===== config.mk =====
export PLATFORM = sky130hd
export DESIGN_NAME = mul_div_unit_flat
export DESIGN_NICKNAME = d
export VERILOG_FILES = /design/src/rtl/mul_div_unit_if.sv /design/src/rtl/mul_div_unit.sv /design/src/flat_wrapper.sv
export SDC_FILE = /design/constraint.sdc
export NUM_CORES = 1
export LEC_CHECK = 0
export ABC_CLOCK_PERIOD_IN_PS = 7000
export BUFFER_PORTS_ARGS = -buffer_cell sky130_fd_sc_hd__buf_2
export CAP_MARGIN = 20
export CORE_ASPECT_RATIO = 2
export CORE_MARGIN = 3
export CORE_UTILIZATION = 54
export DETAILED_ROUTE_END_ITERATION = 10
export GPL_TIMING_DRIVEN = 0
export PLACE_DENSITY = 0.73
export SYNTH_ARGS = -nofsm -noshare
export SYNTH_HDL_FRONTEND = slang
export SYNTH_SLANG_ARGS = --single-unit

===== constraint.sdc =====
create_clock -name clock -period 7 [get_ports clock]
set_input_delay 0 -clock clock [delete_from_list [all_inputs] [get_ports clock]]
set_output_delay 0 -clock clock [all_outputs]
set_load 0.03 [all_outputs]

===== src/rtl/mul_div_unit_if.sv =====
// rtl/mul_div_unit_if.sv - request/result bundle for the multiply/divide engine

interface mul_div_unit_if #(
    parameter int WIDTH = 32
);
    logic             start;
    logic             op;
    logic [WIDTH-1:0] a;
    logic [WIDTH-1:0] b;
    logic             busy;
    logic             done;
    logic             div_by_zero;
    logic [WIDTH-1:0] zhigh;
    logic [WIDTH-1:0] zlow;

    modport master (
        output start, op, a, b,
        input  busy, done, div_by_zero, zhigh, zlow
    );

    modport slave (
        input  start, op, a, b,
        output busy, done, div_by_zero, zhigh, zlow
    );
endinterface


===== src/rtl/mul_div_unit.sv =====
// rtl/mul_div_unit.sv - multi-cycle signed Booth multiply / non-restoring divide engine
// One bit per clock; result lands on zhigh/zlow in FIX and done pulses in DONE.

module mul_div_unit #(
    parameter int WIDTH = 32
) (
    input  logic           clock,
    input  logic           clear,
    mul_div_unit_if.slave  bus
);
    localparam int CW = $clog2(WIDTH + 1);

    typedef enum logic [1:0] {
        S_IDLE,
        S_RUN,
        S_FIX,
        S_DONE
    } state_t;

    state_t state_q;
    state_t state_d;

    logic [CW-1:0]    count_q;
    logic [WIDTH-1:0] a_q;
    logic [WIDTH-1:0] m_q;
    logic [WIDTH-1:0] lo_q;
    logic [WIDTH+1:0] hi_q;
    logic             q1_q;
    logic             op_q;
    logic             sa_q;
    logic             sb_q;
    logic             dz_q;
    logic             dz_flag_q;
    logic [WIDTH-1:0] zhigh_q;
    logic [WIDTH-1:0] zlow_q;

    logic             b_zero;
    logic             last_step;
    logic [WIDTH-1:0] a_abs;
    logic [WIDTH-1:0] b_abs;

    logic [WIDTH+1:0] m_ext;
    logic [WIDTH+1:0] booth_sum;
    logic [WIDTH+1:0] mul_hi_n;
    logic [WIDTH-1:0] mul_lo_n;
    logic             mul_q1_n;

    logic [WIDTH+1:0] d_ext;
    logic [WIDTH+1:0] div_shift;
    logic [WIDTH+1:0] div_hi_n;
    logic [WIDTH-1:0] div_lo_n;

    logic [WIDTH+1:0] rem_fix;
    logic [WIDTH-1:0] rem_mag;
    logic [WIDTH-1:0] quo_s;
    logic [WIDTH-1:0] rem_s;

    assign b_zero    = (bus.b == '0);
    assign last_step = (count_q == CW'(WIDTH - 1));
    // Unsigned magnitudes: |-2^(W-1)| still fits in WIDTH bits.
    assign a_abs     = bus.a[WIDTH-1] ? (~bus.a + 1'b1) : bus.a;
    assign b_abs     = bus.b[WIDTH-1] ? (~bus.b + 1'b1) : bus.b;

    // Booth step on {hi, lo, q1}; hi has two guard bits so a -2^(W-1) multiplicand cannot overflow.
    always_comb begin
        m_ext = {{2{a_q[WIDTH-1]}}, a_q};
        booth_sum = hi_q;
        case ({lo_q[0], q1_q})
            2'b01:   booth_sum = hi_q + m_ext;
            2'b10:   booth_sum = hi_q - m_ext;
            default: booth_sum = hi_q;
        endcase
        {mul_hi_n, mul_lo_n, mul_q1_n} = {booth_sum[WIDTH+1], booth_sum, lo_q};
    end

    // Non-restoring step: hi is the signed partial remainder, lo shifts dividend out and quotient in.
    always_comb begin
        d_ext     = {2'b00, m_q};
        div_shift = {hi_q[WIDTH:0], lo_q[WIDTH-1]};
        div_hi_n  = hi_q[WIDTH+1] ? (div_shift + d_ext) : (div_shift - d_ext);
        div_lo_n  = {lo_q[WIDTH-2:0], ~div_hi_n[WIDTH+1]};
    end

    always_comb begin
        rem_fix = hi_q[WIDTH+1] ? (hi_q + d_ext) : hi_q;
        rem_mag = rem_fix[WIDTH-1:0];
        quo_s   = (sa_q ^ sb_q) ? (~lo_q + 1'b1) : lo_q;
        rem_s   = sa_q ? (~rem_mag + 1'b1) : rem_mag;
    end

    always_ff @(posedge clock) begin
        if (clear) begin
            state_q <= S_IDLE;
        end else begin
            state_q <= state_d;
        end
    end

    always_comb begin
        state_d = state_q;
        case (state_q)
            S_IDLE: begin
                if (bus.start) begin
                    state_d = (bus.op && b_zero) ? S_FIX : S_RUN;
                end
            end
            S_RUN: begin
                if (last_step) begin
                    state_d = S_FIX;
                end
            end
            S_FIX:   state_d = S_DONE;
            S_DONE:  state_d = S_IDLE;
            default: state_d = S_IDLE;
        endcase
    end

    always_ff @(posedge clock) begin
        if (clear) begin
            count_q   <= '0;
            a_q       <= '0;
            m_q       <= '0;
            lo_q      <= '0;
            hi_q      <= '0;
            q1_q      <= 1'b0;
            op_q      <= 1'b0;
            sa_q      <= 1'b0;
            sb_q      <= 1'b0;
            dz_q      <= 1'b0;
            dz_flag_q <= 1'b0;
            zhigh_q   <= '0;
            zlow_q    <= '0;
        end else begin
            case (state_q)
                S_IDLE: begin
                    if (bus.start) begin
                        a_q       <= bus.a;
                        m_q       <= b_abs;
                        lo_q      <= bus.op ? a_abs : bus.b;
                        hi_q      <= '0;
                        q1_q      <= 1'b0;
                        op_q      <= bus.op;
                        sa_q      <= bus.a[WIDTH-1];
                        sb_q      <= bus.b[WIDTH-1];
                        dz_q      <= bus.op && b_zero;
                        dz_flag_q <= 1'b0;
                        count_q   <= '0;
                    end
                end
                S_RUN: begin
                    count_q <= count_q + 1'b1;
                    if (op_q) begin
                        hi_q <= div_hi_n;
                        lo_q <= div_lo_n;
                    end else begin
                        hi_q <= mul_hi_n;
                        lo_q <= mul_lo_n;
                        q1_q <= mul_q1_n;
                    end
                end
                S_FIX: begin
                    dz_flag_q <= dz_q;
                    if (dz_q) begin
                        zlow_q  <= '1;
                        zhigh_q <= a_q;
                    end else if (op_q) begin
                        zlow_q  <= quo_s;
                        zhigh_q <= rem_s;
                    end else begin
                        zlow_q  <= lo_q;
                        zhigh_q <= hi_q[WIDTH-1:0];
                    end
                end
                default: begin
                end
            endcase
        end
    end

    assign bus.busy        = (state_q != S_IDLE);
    assign bus.done        = (state_q == S_DONE);
    assign bus.div_by_zero = dz_flag_q;
    assign bus.zhigh       = zhigh_q;
    assign bus.zlow        = zlow_q;
endmodule


===== src/flat_wrapper.sv =====
// flat-port wrapper written by rule: the top's interface ports become plain ports
module mul_div_unit_flat 
#(
    parameter int WIDTH = 32
)
  (clock, clear, bus_start, bus_op, bus_a, bus_b, bus_busy, bus_done, bus_div_by_zero, bus_zhigh, bus_zlow);
  mul_div_unit_if #(.WIDTH(WIDTH)) bus_i ();
  input  logic clock;
  input  logic clear;
  input wire logic [$bits(bus_i.start)-1:0] bus_start;
  input wire logic [$bits(bus_i.op)-1:0] bus_op;
  input wire logic [$bits(bus_i.a)-1:0] bus_a;
  input wire logic [$bits(bus_i.b)-1:0] bus_b;
  output wire logic [$bits(bus_i.busy)-1:0] bus_busy;
  output wire logic [$bits(bus_i.done)-1:0] bus_done;
  output wire logic [$bits(bus_i.div_by_zero)-1:0] bus_div_by_zero;
  output wire logic [$bits(bus_i.zhigh)-1:0] bus_zhigh;
  output wire logic [$bits(bus_i.zlow)-1:0] bus_zlow;
  assign bus_i.start = bus_start;
  assign bus_i.op = bus_op;
  assign bus_i.a = bus_a;
  assign bus_i.b = bus_b;
  assign bus_busy = bus_i.busy;
  assign bus_done = bus_i.done;
  assign bus_div_by_zero = bus_i.div_by_zero;
  assign bus_zhigh = bus_i.zhigh;
  assign bus_zlow = bus_i.zlow;
  mul_div_unit #(.WIDTH(WIDTH)) u_core (.clock(clock), .clear(clear), .bus(bus_i));
endmodule

==> flow_metrics.tcl, run 1 <==
set metrics [dict create \
    ys_dominant_reg_cell "dfxtp_1" \
    error "[ERROR GRT-0116] Global routing finished with congestion. Check the congestion regions in the DRC Viewer." \
    synth_most_common_cell "nor2_1" \
    clock_sinks 207 \
    ys_seq_elements 207 \
    placementRows 96 \
    syn_area_um2 18800 \
    synth_nets 2771 \
    overflow 6 \
    synth_area_leader_cell "dfxtp_1" \
    synth_compound_area_frac 0.292 \
    htree_levels 1 \
    async_flop_share 0 \
    place.gp.congestion 1.15 \
    clockRootBuffer "clkbuf_16" \
    syn-instance-count 2591 \
    synth_cell_types 78 \
    ys_top_cells_by_area "dfxtp_1 (22%), ha_1 (7.2%), a21oi_1 (6.9%)" \
    synth-edff-count 0 \
    synth_simple_gate_area_frac 0.214 \
    yosysWarningCount 0 \
    grt_use_total 0.530 \
    dp_hpwl_um 73600 \
    synth_top_family_by_area "compound AO/OA/AOI/OAI gates" \
    synth_common_cells "nor2_1 (308), nand2_1 (278), a21oi_1 (260)" \
    status "stopped before the end" \
    yosysSeqAreaShare 0.220 \
    initial_utilization 0.548 \
    synth_top_area_share 0.220 \
    dpl_cell_area_um2 20000 \
    cts.path.max_buffers 3 \
    synthAdderAreaFrac 0.0757 \
    cts_buffers 21 \
    die_y_um 270 \
    grt_pass1_vias 23779 \
    synthXorXnorAreaFrac 0.118 \
    ios 135 \
    portBuffers 132 \
    haltStage "global routing (5_1_grt)" \
    grt_max_degree 20 \
    grt_pass1_wl_um 148000 \
    syn_area_per_cell_um2 7.26 \
    synthMuxAreaShare 0.0328 \
    die_x_um 138 \
]
==> per-layer routing <==
layer	global-route usage	GRT overflow
met4	0.616	4
met5	0	0
met1	0.487	0
met2	0.805	2
met3	0.211	0
==> through the flow <==
step           instances  setup slack [ns]  hold WS (ns)  TNS [ns]  utilization
4_1_cts             3259             0.303       0.00376         0        0.621
2_1_floorplan       2591              1.52         0.136         0            -
3_3_place_gp        3164            -0.995         0.280     -5.29        0.583
3_5_place_dp        3164             -1.02         0.276     -5.77        0.583
==> cell families after synthesis <==
family,after synthesis
and+or+nand+nor,883
AOI/OAI and AO/OA,846
xor gates and xnor gates,253
buffers and inverters,229
DFF,207
adders and majority gates,112
muxes,61
==> repair_timing <==
action,4_1_cts
hold buffers,61
cloned,0
buffers inserted,0
endpoints found under the setup margin,16
endpoints found under the hold margin,62
gates resized for setup,11
==> run 2, diff against run 1 <==
--- a/config.mk
+++ b/config.mk
@@ -8,12 +8,11 @@
 export ABC_CLOCK_PERIOD_IN_PS = 7000
 export BUFFER_PORTS_ARGS = -buffer_cell sky130_fd_sc_hd__buf_2
 export CAP_MARGIN = 20
-export CORE_ASPECT_RATIO = 2
 export CORE_MARGIN = 3
-export CORE_UTILIZATION = 54
+export CORE_UTILIZATION = 39
 export DETAILED_ROUTE_END_ITERATION = 10
 export GPL_TIMING_DRIVEN = 0
-export PLACE_DENSITY = 0.73
+export PLACE_DENSITY_LB_ADDON = 0.15
 export SYNTH_ARGS = -nofsm -noshare
 export SYNTH_HDL_FRONTEND = slang
 export SYNTH_SLANG_ARGS = --single-unit
==> flow_metrics.tcl, run 2 <==
set metrics [dict create \
    status "completed" \
    finalSetupViolations 0 \
    finalPower_mw 9.23 \
    min_period_over_period 0.972 \
    finalMaxSlewViolations 0 \
    regToRegSetupSlack_ns 0.20 \
    synth_common_cells "nor2_1 (308), nand2_1 (278), a21oi_1 (260)" \
    dr.pass1.iters 6 \
    pre_cts_ws_ns -1.85 \
    setup_ws_ns 0.196 \
    place.gp.congestion 1.02 \
    worstSetupPathType "flip-flop to flip-flop" \
    grt_pass1_wl_um 126000 \
    clock_sinks 207 \
    ys_top_cells_by_area "dfxtp_1 (22%), ha_1 (7.2%), a21oi_1 (6.9%)" \
    reg2reg_to "u_core.hi_q[32]" \
    yosysSeqAreaShare 0.220 \
    hp-class "primary input to flip-flop" \
    ff2ff_path_depth 20 \
    layout_common_cells "nor2_1 (308), nand2_1 (278), a21oi_1 (260)" \
    dp_hpwl_um 68100 \
    drive_above_1_share 0.0811 \
    cts_setup_buffers 0 \
    cp.required_ns 7.49 \
    use_met1 0.445 \
    endpoint_kind "flip-flop" \
    cts.path.max_buffers 3 \
    max_slew_margin 0.240 \
    antenna_left 0 \
    syn-instance-count 2591 \
    ys_dominant_reg_cell "dfxtp_1" \
    htree_levels 1 \
    synth_most_common_cell "nor2_1" \
    clk_latency_ns 0.57 \
    gr-usage-met2 0.511 \
    final_common_cell "nor2_1" \
    drt_first_iter_violations 2177 \
    ir_drop_v 0.000257 \
    whs_ns 0.0441 \
    synth_area_leader_cell "dfxtp_1" \
    finalClockSkew_ns 0.0194 \
    syn_area_um2 18800 \
    synth_top_area_share 0.220 \
    worstPathMaxFanout 19 \
    yosysWarningCount 0 \
    min_period_ns 6.80 \
    routed_via_density 6.15 \
    grt_pass1_vias 19750 \
    die_x_um 226 \
    worst_pin_slew_ns 1.13 \
    min-delay-start "bus_b[20]" \
    final_nets 2999 \
    clockRootBuffer "clkbuf_16" \
    overflow 0 \
    antenna_found_initial 1 \
    cts_tree "yes" \
    async_flop_share 0 \
    synth_cell_types 78 \
    max_freq_mhz 147 \
    startpoint "u_core.hi_q[33]" \
    ys_seq_elements 207 \
    placementRows 79 \
    vias 21169 \
    die_area_um2 50900 \
    maxCapViolCount 0 \
    wl_um 85500 \
    crit_path_end "u_core.hi_q[32]" \
    synth_nets 2771 \
    largest_reg_flops 34 \
    diodes 0 \
    hold_violations 0 \
    die_y_um 226 \
    synth-edff-count 0 \
    cts_buffers 26 \
    cp_common_cell "buf_2" \
    worstPathCellList "buf_2 -> buf_2 -> buf_2 -> buf_2 -> clkbuf_4 -> buf_2 -> nor2_1 -> xor2_1 -> ha_1 -> nand3_1 -> or3_1 -> a211oi_1 -> o21ai_1 -> a211oi_4 -> a2111oi_1 -> o31ai_1 -> a31oi_1 -> xnor2_1 -> a32oi_1 -> o22ai_1" \
    utilization 0.463 \
    area_growth_pct 16.1 \
    largest_register "u_core.hi_q" \
    leakage_nw 8.66 \
    portBuffers 132 \
    syn_area_per_cell_um2 7.26 \
    ios 135 \
    cpPeakStageDelay_ns 0.52 \
    wl_per_cell_um 24.8 \
    startpoint_type "flip-flop" \
    power.density_nw_per_um2 423 \
    initial_utilization 0.399 \
    grt_use_total 0.326 \
    top_usage_layer "met2" \
    path_clk_slew_ns 0.06 \
    worstPathArrival_ns 7.29 \
    timing.rr.start "u_core.hi_q[33]" \
    grt_max_degree 20 \
    rsz0062_at_grt "no" \
    coreArea_um2 47100 \
    drt_drc_violations_left 0 \
    slowest_stage "o31ai_1" \
    met3_usage 0.0573 \
]
-- run 2: routing by layer --
metal / up-vias / part of all wire / wire length, µm
met3: 208 / 0.087 / 7470
met1: 10041 / 0.43 / 37100
met2: 1015 / 0.43 / 36800
li1: 9905 / - / -
met4: 0 / 0.048 / 4140
met5: - / 0 / 0
-- run 2: per-stage QoR --
| step | std cells | cell area [µm²] | setup TNS (ns) |
|---|---|---|---|
| floorplan | 2591 | 18800 | 0 |
| global placement | 3330 | 20200 | -15.14 |
| detailed placement | 3331 | 20200 | -15.65 |
| CTS | 3443 | 21800 | 0 |
| global route | 3444 | 21800 | 0 |
| finish | 3444 | 21800 | 0 |
-- run 2: power breakdown --
part | total, mW | switching [mW] | internal (mW)
logic | 5.83 | 3.78 | 2.05
registers | 1.98 | 0.490 | 1.49
clock network | 1.42 | 0.573 | 0.847
-- run 2: kinds of logic (layout without fill, tap and decap cells) --
logic type,count (synthesis),in the layout,synth area share
AOI/OAI and AO/OA,846,846,0.292
muxes,61,61,0.0328
xor gates and xnor gates,253,253,0.118
and+or+nand+nor,883,883,0.214
buffers and inverters,229,475,0.0473
DFF,207,207,0.220
adders and majority gates,112,112,0.0757
-- run 2: worst min path at each step --
stage	cells past startpoint	slack, ns	to
after CTS	4	0.003	u_core.m_q[20]
final	4	0.04	u_core.m_q[20]
after global placement	3	0.30	u_core.a_q[12]
after global routing	4	0.07	u_core.bus.div_by_zero
after detailed placement	3	0.31	u_core.a_q[13]
after floorplan	2	0.14	u_core.a_q[22]
-- run 2: layout make-up --
type                            instances  area (µm²)
Buffer                                165         659
Clock buffer                           35         734
Clock inverter                         11         160
Fill cell                            4749       25300
Inverter                               62         233
Multi-Input combinational cell       2155       13800
Sequential cell                       207        4140
Tap cell                              607         759
Timing Repair Buffer                  202        1350
-- run 2: worst max-delay path: cells and delay by family, from the launching register on --
family	cells	cell delay (ns)
xor gates and xnor gates	2	0.48
AOI/OAI and AO/OA	8	2.47
buffers and inverters	6	2.19
adders and majority gates	1	0.40
DFF	1	0.48
and+or+nand+nor	3	0.69
-- run 2: repair_timing --
item,in CTS,in global routing
endpoints found under the setup margin,21,2
hold endpoints to repair,62,0
hold buffers,68,0
gates resized for setup,11,2
cloned,0,0
(Power assumes the default switching activity.)
